## src/rtl/fetch_unit.sv

```systemverilog
// Instruction fetch stage: owns the PC, issues single-outstanding imem requests,
// buffers returned words in a 2-entry queue and presents the head to decode.
module fetch_unit #(
    parameter logic [15:0] RESET_PC = 16'h0000
) (
    input  logic        clk,
    input  logic        rst,
    output logic        imem_req,
    output logic [15:0] imem_addr,
    input  logic        imem_ack,
    input  logic [15:0] imem_rdata,
    output logic        inst_valid,
    input  logic        inst_ready,
    output logic [15:0] instruction,
    output logic [15:0] pc_plus2,
    input  logic        redirect_valid,
    input  logic [15:0] redirect_pc,
    input  logic        halt,
    output logic        halted,
    output logic        err
);

    typedef enum logic [1:0] {
        ST_RUN    = 2'd0,
        ST_DROP   = 2'd1,
        ST_HALTED = 2'd2
    } state_t;

    state_t      state_r, state_next_s;
    logic [15:0] pc_r, pc_next_s;
    logic        req_r, req_next_s;
    logic [15:0] addr_r, addr_next_s;
    logic [15:0] q0_word_r, q0_word_next_s, q0_pc2_r, q0_pc2_next_s;
    logic [15:0] q1_word_r, q1_word_next_s, q1_pc2_r, q1_pc2_next_s;
    logic [1:0]  count_r, count_next_s;
    logic        valid_r;
    logic        halted_r, halted_next_s;
    logic        err_r, err_next_s;

    logic        ack_s, pending_s, pop_s, redir_s, halt_take_s;
    logic [15:0] target_s, base_pc_s, new_pc2_s;

    // A request is outstanding while req_r is high; pending means it stays so past this edge.
    assign ack_s       = req_r & imem_ack;
    assign pending_s   = req_r & ~imem_ack;
    assign pop_s       = valid_r & inst_ready;
    assign redir_s     = redirect_valid & (state_r != ST_HALTED);
    assign target_s    = {redirect_pc[15:1], 1'b0};
    assign base_pc_s   = redir_s ? target_s : pc_r;
    assign new_pc2_s   = addr_r + 16'd2;
    assign halt_take_s = (state_r == ST_RUN) & pop_s & halt & ~redir_s;

    // State register.
    always_ff @(posedge clk or negedge rst) begin
        if (!rst) begin
            state_r <= ST_RUN;
        end else begin
            state_r <= state_next_s;
        end
    end

    // Next-state logic: redirect has priority over halt.
    always_comb begin
        state_next_s = state_r;
        case (state_r)
            ST_RUN: begin
                if (redir_s && pending_s) begin
                    state_next_s = ST_DROP;
                end else if (redir_s) begin
                    state_next_s = ST_RUN;
                end else if (halt_take_s) begin
                    state_next_s = ST_HALTED;
                end else begin
                    state_next_s = ST_RUN;
                end
            end
            ST_DROP: begin
                if (ack_s) begin
                    state_next_s = ST_RUN;
                end else begin
                    state_next_s = ST_DROP;
                end
            end
            ST_HALTED: state_next_s = ST_HALTED;
            default:   state_next_s = ST_RUN;
        endcase
    end

    // Datapath next values: PC, request, queue and status flags.
    always_comb begin
        pc_next_s      = pc_r;
        req_next_s     = req_r;
        addr_next_s    = addr_r;
        q0_word_next_s = q0_word_r;
        q0_pc2_next_s  = q0_pc2_r;
        q1_word_next_s = q1_word_r;
        q1_pc2_next_s  = q1_pc2_r;
        count_next_s   = count_r;
        halted_next_s  = halted_r;
        err_next_s     = err_r | (redir_s & redirect_pc[0]);
        case (state_r)
            ST_RUN: begin
                if (redir_s) begin
                    count_next_s = 2'd0;
                    if (pending_s) begin
                        pc_next_s = target_s;
                    end else begin
                        req_next_s  = 1'b1;
                        addr_next_s = target_s;
                        pc_next_s   = target_s + 16'd2;
                    end
                end else if (halt_take_s) begin
                    count_next_s  = 2'd0;
                    halted_next_s = 1'b1;
                    req_next_s    = pending_s;
                end else begin
                    case ({ack_s, pop_s})
                        2'b10: begin
                            count_next_s = count_r + 2'd1;
                            if (count_r == 2'd0) begin
                                q0_word_next_s = imem_rdata;
                                q0_pc2_next_s  = new_pc2_s;
                            end else begin
                                q1_word_next_s = imem_rdata;
                                q1_pc2_next_s  = new_pc2_s;
                            end
                        end
                        2'b01: begin
                            count_next_s   = count_r - 2'd1;
                            q0_word_next_s = q1_word_r;
                            q0_pc2_next_s  = q1_pc2_r;
                        end
                        2'b11: begin
                            if (count_r == 2'd2) begin
                                q0_word_next_s = q1_word_r;
                                q0_pc2_next_s  = q1_pc2_r;
                                q1_word_next_s = imem_rdata;
                                q1_pc2_next_s  = new_pc2_s;
                            end else begin
                                q0_word_next_s = imem_rdata;
                                q0_pc2_next_s  = new_pc2_s;
                            end
                        end
                        default: count_next_s = count_r;
                    endcase
                    // Only request when a returning word is guaranteed a free slot.
                    if (pending_s) begin
                        req_next_s = 1'b1;
                    end else if (count_next_s != 2'd2) begin
                        req_next_s  = 1'b1;
                        addr_next_s = pc_r;
                        pc_next_s   = pc_r + 16'd2;
                    end else begin
                        req_next_s = 1'b0;
                    end
                end
            end
            ST_DROP: begin
                count_next_s = 2'd0;
                if (ack_s) begin
                    req_next_s  = 1'b1;
                    addr_next_s = base_pc_s;
                    pc_next_s   = base_pc_s + 16'd2;
                end else begin
                    pc_next_s = base_pc_s;
                end
            end
            ST_HALTED: begin
                count_next_s = 2'd0;
                req_next_s   = pending_s;
            end
            default: begin
                count_next_s = 2'd0;
                req_next_s   = 1'b0;
            end
        endcase
    end

    // Datapath registers.
    always_ff @(posedge clk or negedge rst) begin
        if (!rst) begin
            pc_r      <= RESET_PC;
            req_r     <= 1'b0;
            addr_r    <= RESET_PC;
            q0_word_r <= 16'h0000;
            q0_pc2_r  <= 16'h0000;
            q1_word_r <= 16'h0000;
            q1_pc2_r  <= 16'h0000;
            count_r   <= 2'd0;
            valid_r   <= 1'b0;
            halted_r  <= 1'b0;
            err_r     <= 1'b0;
        end else begin
            pc_r      <= pc_next_s;
            req_r     <= req_next_s;
            addr_r    <= addr_next_s;
            q0_word_r <= q0_word_next_s;
            q0_pc2_r  <= q0_pc2_next_s;
            q1_word_r <= q1_word_next_s;
            q1_pc2_r  <= q1_pc2_next_s;
            count_r   <= count_next_s;
            valid_r   <= (count_next_s != 2'd0);
            halted_r  <= halted_next_s;
            err_r     <= err_next_s;
        end
    end

    assign imem_req    = req_r;
    assign imem_addr   = addr_r;
    assign inst_valid  = valid_r;
    assign instruction = q0_word_r;
    assign pc_plus2    = q0_pc2_r;
    assign halted      = halted_r;
    assign err         = err_r;

endmodule

```

## config.mk

```make
export PLATFORM = sky130hd
export DESIGN_NAME = fetch_unit
export DESIGN_NICKNAME = d
export VERILOG_FILES = /design/src/rtl/fetch_unit.sv
export SDC_FILE = /design/constraint.sdc
export NUM_CORES = 1
export LEC_CHECK = 0
export BUFFER_PORTS_ARGS = -buffer_cell sky130_fd_sc_hd__buf_4
export CAP_MARGIN = 20
export CORE_MARGIN = 2
export CORE_UTILIZATION = 58
export CTS_BUF_LIST = sky130_fd_sc_hd__clkbuf_8 sky130_fd_sc_hd__clkbuf_16
export CTS_CLUSTER_DIAMETER = 80
export CTS_CLUSTER_SIZE = 30
export DETAILED_ROUTE_END_ITERATION = 8
export PLACE_DENSITY = 0.92
export SYNTH_ARGS = -nofsm -noshare
export SYNTH_HDL_FRONTEND = slang
export SYNTH_SLANG_ARGS = --single-unit
```

## constraint.sdc

```tcl
create_clock -name clk -period 3.5 [get_ports clk]
set_input_delay 0.175 -clock clk [delete_from_list [all_inputs] [get_ports clk]]
set_output_delay 0.175 -clock clk [all_outputs]
set_load 0.1 [all_outputs]
```

Yosys cells after proc, flatten, opt, wreduce, memory -nomap -nowiden
Cells that the tools add are included.
Storage, ports and cells
  bits in registers: 104
  bits of input ports: 38
  word-level logic and storage cells: 106
Cells by class
  add/subtract/negate cells: 6
  equality and inequality tests: 17
  multiplexer cells: 46
  bitwise operators: 12
  reductions and logical operators: 13
Operators by type and width (count)
  $mux 16: 21
  $pmux 16 s2: 4
  $pmux 16 s3: 2
  $add 16x2->16 const B: 4
  $mux 2: 9
  $ne 2x2->1 const B: 6
  $ne 3x3->1 const B: 4
  $reduce_and 6->1: 2
  $and 1x1->1: 8
  $eq 2x2->1 const B: 4
  $mux 1: 7
  $pmux 2 s3: 1
  $reduce_bool 2->1: 3
  $reduce_and 5->1: 1
  $eq 2x1->1 const B: 2
  $logic_not 2->1: 2
  $pmux 2 s2: 1
  $reduce_and 4->1: 1
  $ne 3x2->1 const B: 1
  $not 1->1: 3
  $pmux 1 s3: 1
  $reduce_and 3->1: 1
  $reduce_bool 3->1: 1
  $add 2x1->2 const B: 1
  other kinds (4): 4

Logic depth before layout (Yosys ltp)
  word-level depth: 13
  gate-level depth with buffers: 14
  mapped depth without buffers: 11

Least setup slack after synthesis
OpenSTA, ideal clock, no wires.
  kind: flip-flop to flip-flop
  start: register req_r (netlist: imem_req)
  end: register pc_r[14]
  arrival time: 2.747 ns
  required time: 3.377 ns
  path slack: 0.630 ns
  stages on the path, launching flop included: 10
  clock period less this slack: 2.870 ns
  path through: dfrtp_1 -> and2_4 -> inv_2 -> ha_1 -> xor2_1 -> o221ai_1 -> o21ai_0 -> nor3b_1 -> o211ai_1 -> o221a_1
Between the ends
  word-level cells in the longest chain between the ends: 9
  elaborated cells on any way between the ends: 16
Ends and longest elaborated chain
  start, declared: RTL line 31  | logic req_r, req_next_s;
  start signal, assigned: RTL line 195  | req_r <= req_next_s;
  $and 1x1->1: RTL line 44  | assign ack_s = req_r & imem_ack;
  $eq 2x1->1 or $eq 2x2->1 (tied branches): RTL line 117  | case ({ack_s, pop_s})
  $pmux 2 s2: RTL line 117
  $mux 2: RTL line 112  | end else if (halt_take_s) begin
  $mux 2: RTL line 103  | if (redir_s) begin
  $mux 2: RTL line 101  | case (state_r)
  $ne 2x2->1: RTL line 149  | end else if (count_next_s != 2'd2) begin
  $ne 3x2->1 (no source line)
  $reduce_and 4->1 (no source line)
  end signal, assigned: RTL line 194  | pc_r <= pc_next_s;
  end, declared: RTL line 30  | logic [15:0] pc_r, pc_next_s;
Several ways; a longest one is shown, not always the timed one. The select of a mux whose other input is x is not followed.
A chain may end at the register's enable or synchronous reset.

Final worst setup path
  start: register state_r[0]
  end: register pc_r[7]
Between the ends
  word-level cells in the longest chain between the ends: 6
  elaborated cells on any way between the ends: 18
Ends and longest elaborated chain
  start, declared: RTL line 29  | state_t state_r, state_next_s;
  start signal, assigned: RTL line 58  | state_r <= state_next_s;
  $ne 2x2->1 or $logic_not 2->1 (tied branches): RTL line 47, 51, 101
  $and 1x1->1 (on tied branches): RTL line 47, 51
  $mux 16 (tied with other cells): RTL line 49  | assign base_pc_s = redir_s ? target_s : pc_r;
  $add 16x2->16 or $and 1x1->1 (tied branches): RTL line 163, 51
  $mux 16 or $ne 3x3->1 (tied branches)
  $pmux 16 s2 or $reduce_and 4->1 (tied branches)
Several ways; a longest one is shown, not always the timed one.

==> flow_metrics.env <==
export IMPL_met1_usage_pct=39.1
export IMPL_crit_path_max_fanout=12
export IMPL_numCtsBuffers=9
export IMPL_grt_util_met2_pct=46.3
export IMPL_r2r_end="pc_r[7]"
export IMPL_clkTransAtPathRegs_ns=0.10
export IMPL_antenna_found_initial=0
export IMPL_core_mm2=0.00986
export IMPL_grt_overflow=0
export IMPL_place_congestion=0.924
export IMPL_timing_rr_start="state_r[0]"
export IMPL_synth_xor_area_share_pct=7.37
export IMPL_start_kind="register"
export IMPL_max_freq_mhz=346
export IMPL_cp_required_ns=3.78
export IMPL_endpoint="pc_r[7]"
export IMPL_ant_nets=0
export IMPL_synthesis_area_mm2=0.00594
export IMPL_synth_top_family_by_area="simple AND/OR/NAND/NOR gates"
export IMPL_clockRootBuffer="clkbuf_8"
export IMPL_start_util_pct=60.2
export IMPL_cp_end_kind="register"
export IMPL_hold_class="in2reg"
export IMPL_cts_setup_buffers=0
export IMPL_cts_sinks=104
export IMPL_via_per_inst=6.08
export IMPL_clock_latency_ns=0.38
export IMPL_rr_worst_depth=10
export IMPL_drc=0
export IMPL_wl_per_cell_um=17.7
export IMPL_critical_path_class="reg2reg"
export IMPL_ys_seq_area_share_pct=43.8
export IMPL_io_pins=90
export IMPL_finalSetupViolations=0
export IMPL_drt_iter0_drc=503
export IMPL_drtPass1Iterations=7
export IMPL_arrival_ns=3.17
export IMPL_grt_met3_usage_pct=4.68
export IMPL_syn_inst=655
export IMPL_grt_total_usage_pct=28.4
export IMPL_reg2reg_slack_ns=0.61
export IMPL_grt_pass1_vias=5124
export IMPL_synthToLayoutAreaGrowth_pct=16.4
export IMPL_die_h_um=105
export IMPL_synthAdderAreaFrac_pct=1.69
export IMPL_synth_mux_area_share_pct=7.16
export IMPL_synth_edf_count=0
export IMPL_grt_max_degree=47
export IMPL_syn_num_nets=701
export IMPL_critPathLaunch="state_r[0]"
export IMPL_grt_first_pass_wirelength_um=25500
export IMPL_hold_viol_final=0
export IMPL_finalCritPeriodShare_pct=82.6
export IMPL_relSlewSlack_pct=52.1
export IMPL_diodes=0
export IMPL_grt_setup_unrepaired="false"
export IMPL_period_minus_slack_ns=2.89
export IMPL_grt_busiest_layer="met2"
export IMPL_nets=773
export IMPL_avgSynthCellArea_um2=9.07
export IMPL_drv_slew=0
export IMPL_port_buffers=89
export IMPL_ys_ff_latch=104
export IMPL_synth_flop_cell="dfrtp_1"
export IMPL_routed_wl_um=15300
export IMPL_cts_buffer_depth=2
export IMPL_outcome="finished, final reports clean"
export IMPL_die_x_um=105
export IMPL_synth_compound_area_share_pct=17.1
export IMPL_synthSimpleGateAreaFrac_pct=18.7
export IMPL_place_hpwl_um=11000
export IMPL_rows=36
export IMPL_finalSetupTns_ns=0
export IMPL_drive_gt1_share_pct=21.8
export IMPL_max_cap_violations=0
export IMPL_worst_pin_slew_ns=0.716
export IMPL_yosysWarnings=0
export IMPL_cts_tree="yes"
export IMPL_vias=5256
export IMPL_cts_htree_levels=3
export IMPL_async_reset_ff_share_pct=100
export IMPL_fp_dieArea_mm2=0.0111
export IMPL_ys_types=60
export IMPL_final_setup_skew_ns=0.00990
state kept, by name (all words and copies together) (netlist names):
name / flops
imem_addr: 16
instruction: 16
pc_plus2: 16
pc_r: 16
q1_pc2_r: 16
q1_word_r: 16
count_r: 2
state_r: 2
err: 1
halted: 1
imem_req: 1
inst_valid: 1
what timing repair did:
action,CTS,global route
endpoints found under the hold margin,45,0
hold buffers,2,0
resized for setup,0,0
synthesized netlist by cell type (12+ instances only):
master / count / area share [%]
a21oi_1: 72 / 6.1
nand2_1: 61 / 3.9
nand3_1: 25 / 2.1
o21ai_0: 30 / 2.5
buf_2: 12 / 1.0
mux2_2: 24 / 4.6
a22oi_1: 20 / 2.5
nand4_1: 12 / 1.3
xnor2_1: 22 / 3.2
dfrtp_1: 104 / 44
clkbuf_1: 29 / 1.8
xor2_1: 28 / 4.1
nor2_1: 79 / 5.0
layout by cell type (no fill, tap or decap), types with 12 or more instances in the layout:
master / instances
nor2_1: 77
o21ai_0: 30
dfrtp_1: 104
mux2_2: 24
xor2_1: 28
buf_4: 105
a22oi_1: 20
nand2_1: 61
xnor2_1: 22
nand3_1: 25
nand4_1: 12
a21oi_1: 72
how the worst min path moves through the flow:
stage,start,end,slack (ns),cells past startpoint
3_5_place_dp,rst,instruction[7],0.22,1
6_report,imem_rdata[6],q1_word_r[6],0.03,2
4_1_cts,imem_rdata[6],q1_word_r[6],0.03,2
5_1_grt,imem_rdata[6],q1_word_r[6],0.02,2
3_3_place_gp,rst,instruction[4],0.21,1
2_1_floorplan,rst,count_r[0],-0.12,0
per-layer routing:
metal  up-vias  wire (µm)
li1       2465          -
met5         -          0
met2       245       7390
met1      2515       6320
met4         0        308
met3        31       1230
cell families (layout without fill, tap and decap cells):
family,count (synthesis),in the layout
buf+inv,57,133
simple gates,235,235
mux,37,37
fa+ha+maj,8,8
xor+xnor,50,50
flops,104,104
compound gates,164,164
area by class of cell:
cell class,count,area (µm²)
Multi-Input combinational cell,494,3110
Fill cell,705,2950
Sequential cell,104,2600
Timing Repair Buffer,107,808
Tap cell,133,166
Clock buffer,9,124
Clock inverter,6,67.6
Inverter,11,41.3
stage by stage:
step / hold slack [ns] / std cells / utilization [%] / worst slack (ns) / area (µm²)
detailed placement: 0.216 / 847 / 68.0 / 0.718 / 6700
CTS: 0.0277 / 864 / 70.1 / 0.679 / 6920
finish: 0.0335 / 864 / 70.1 / 0.610 / 6920
global placement: 0.210 / 847 / 68.0 / 0.944 / 6700
floorplan: -0.121 / 655 / - / 0.630 / 5940
global route: 0.0219 / 864 / 70.1 / 0.472 / 6920
worst max-delay path, cell delays in order, from the launching register on:
cell     delay [ns]
dfrtp_1        0.55
and2b_1        0.30
nor2_2         0.20
mux2i_1        0.37
inv_1          0.08
ha_1           0.19
and3_1         0.26
nand2_1        0.12
xor2_1         0.06
mux4_2         0.46
o21ai_0        0.20
Power is left out: the tool's default activity adds up to more than one toggle a clock period on the data nets, which glitch-free logic cannot reach.
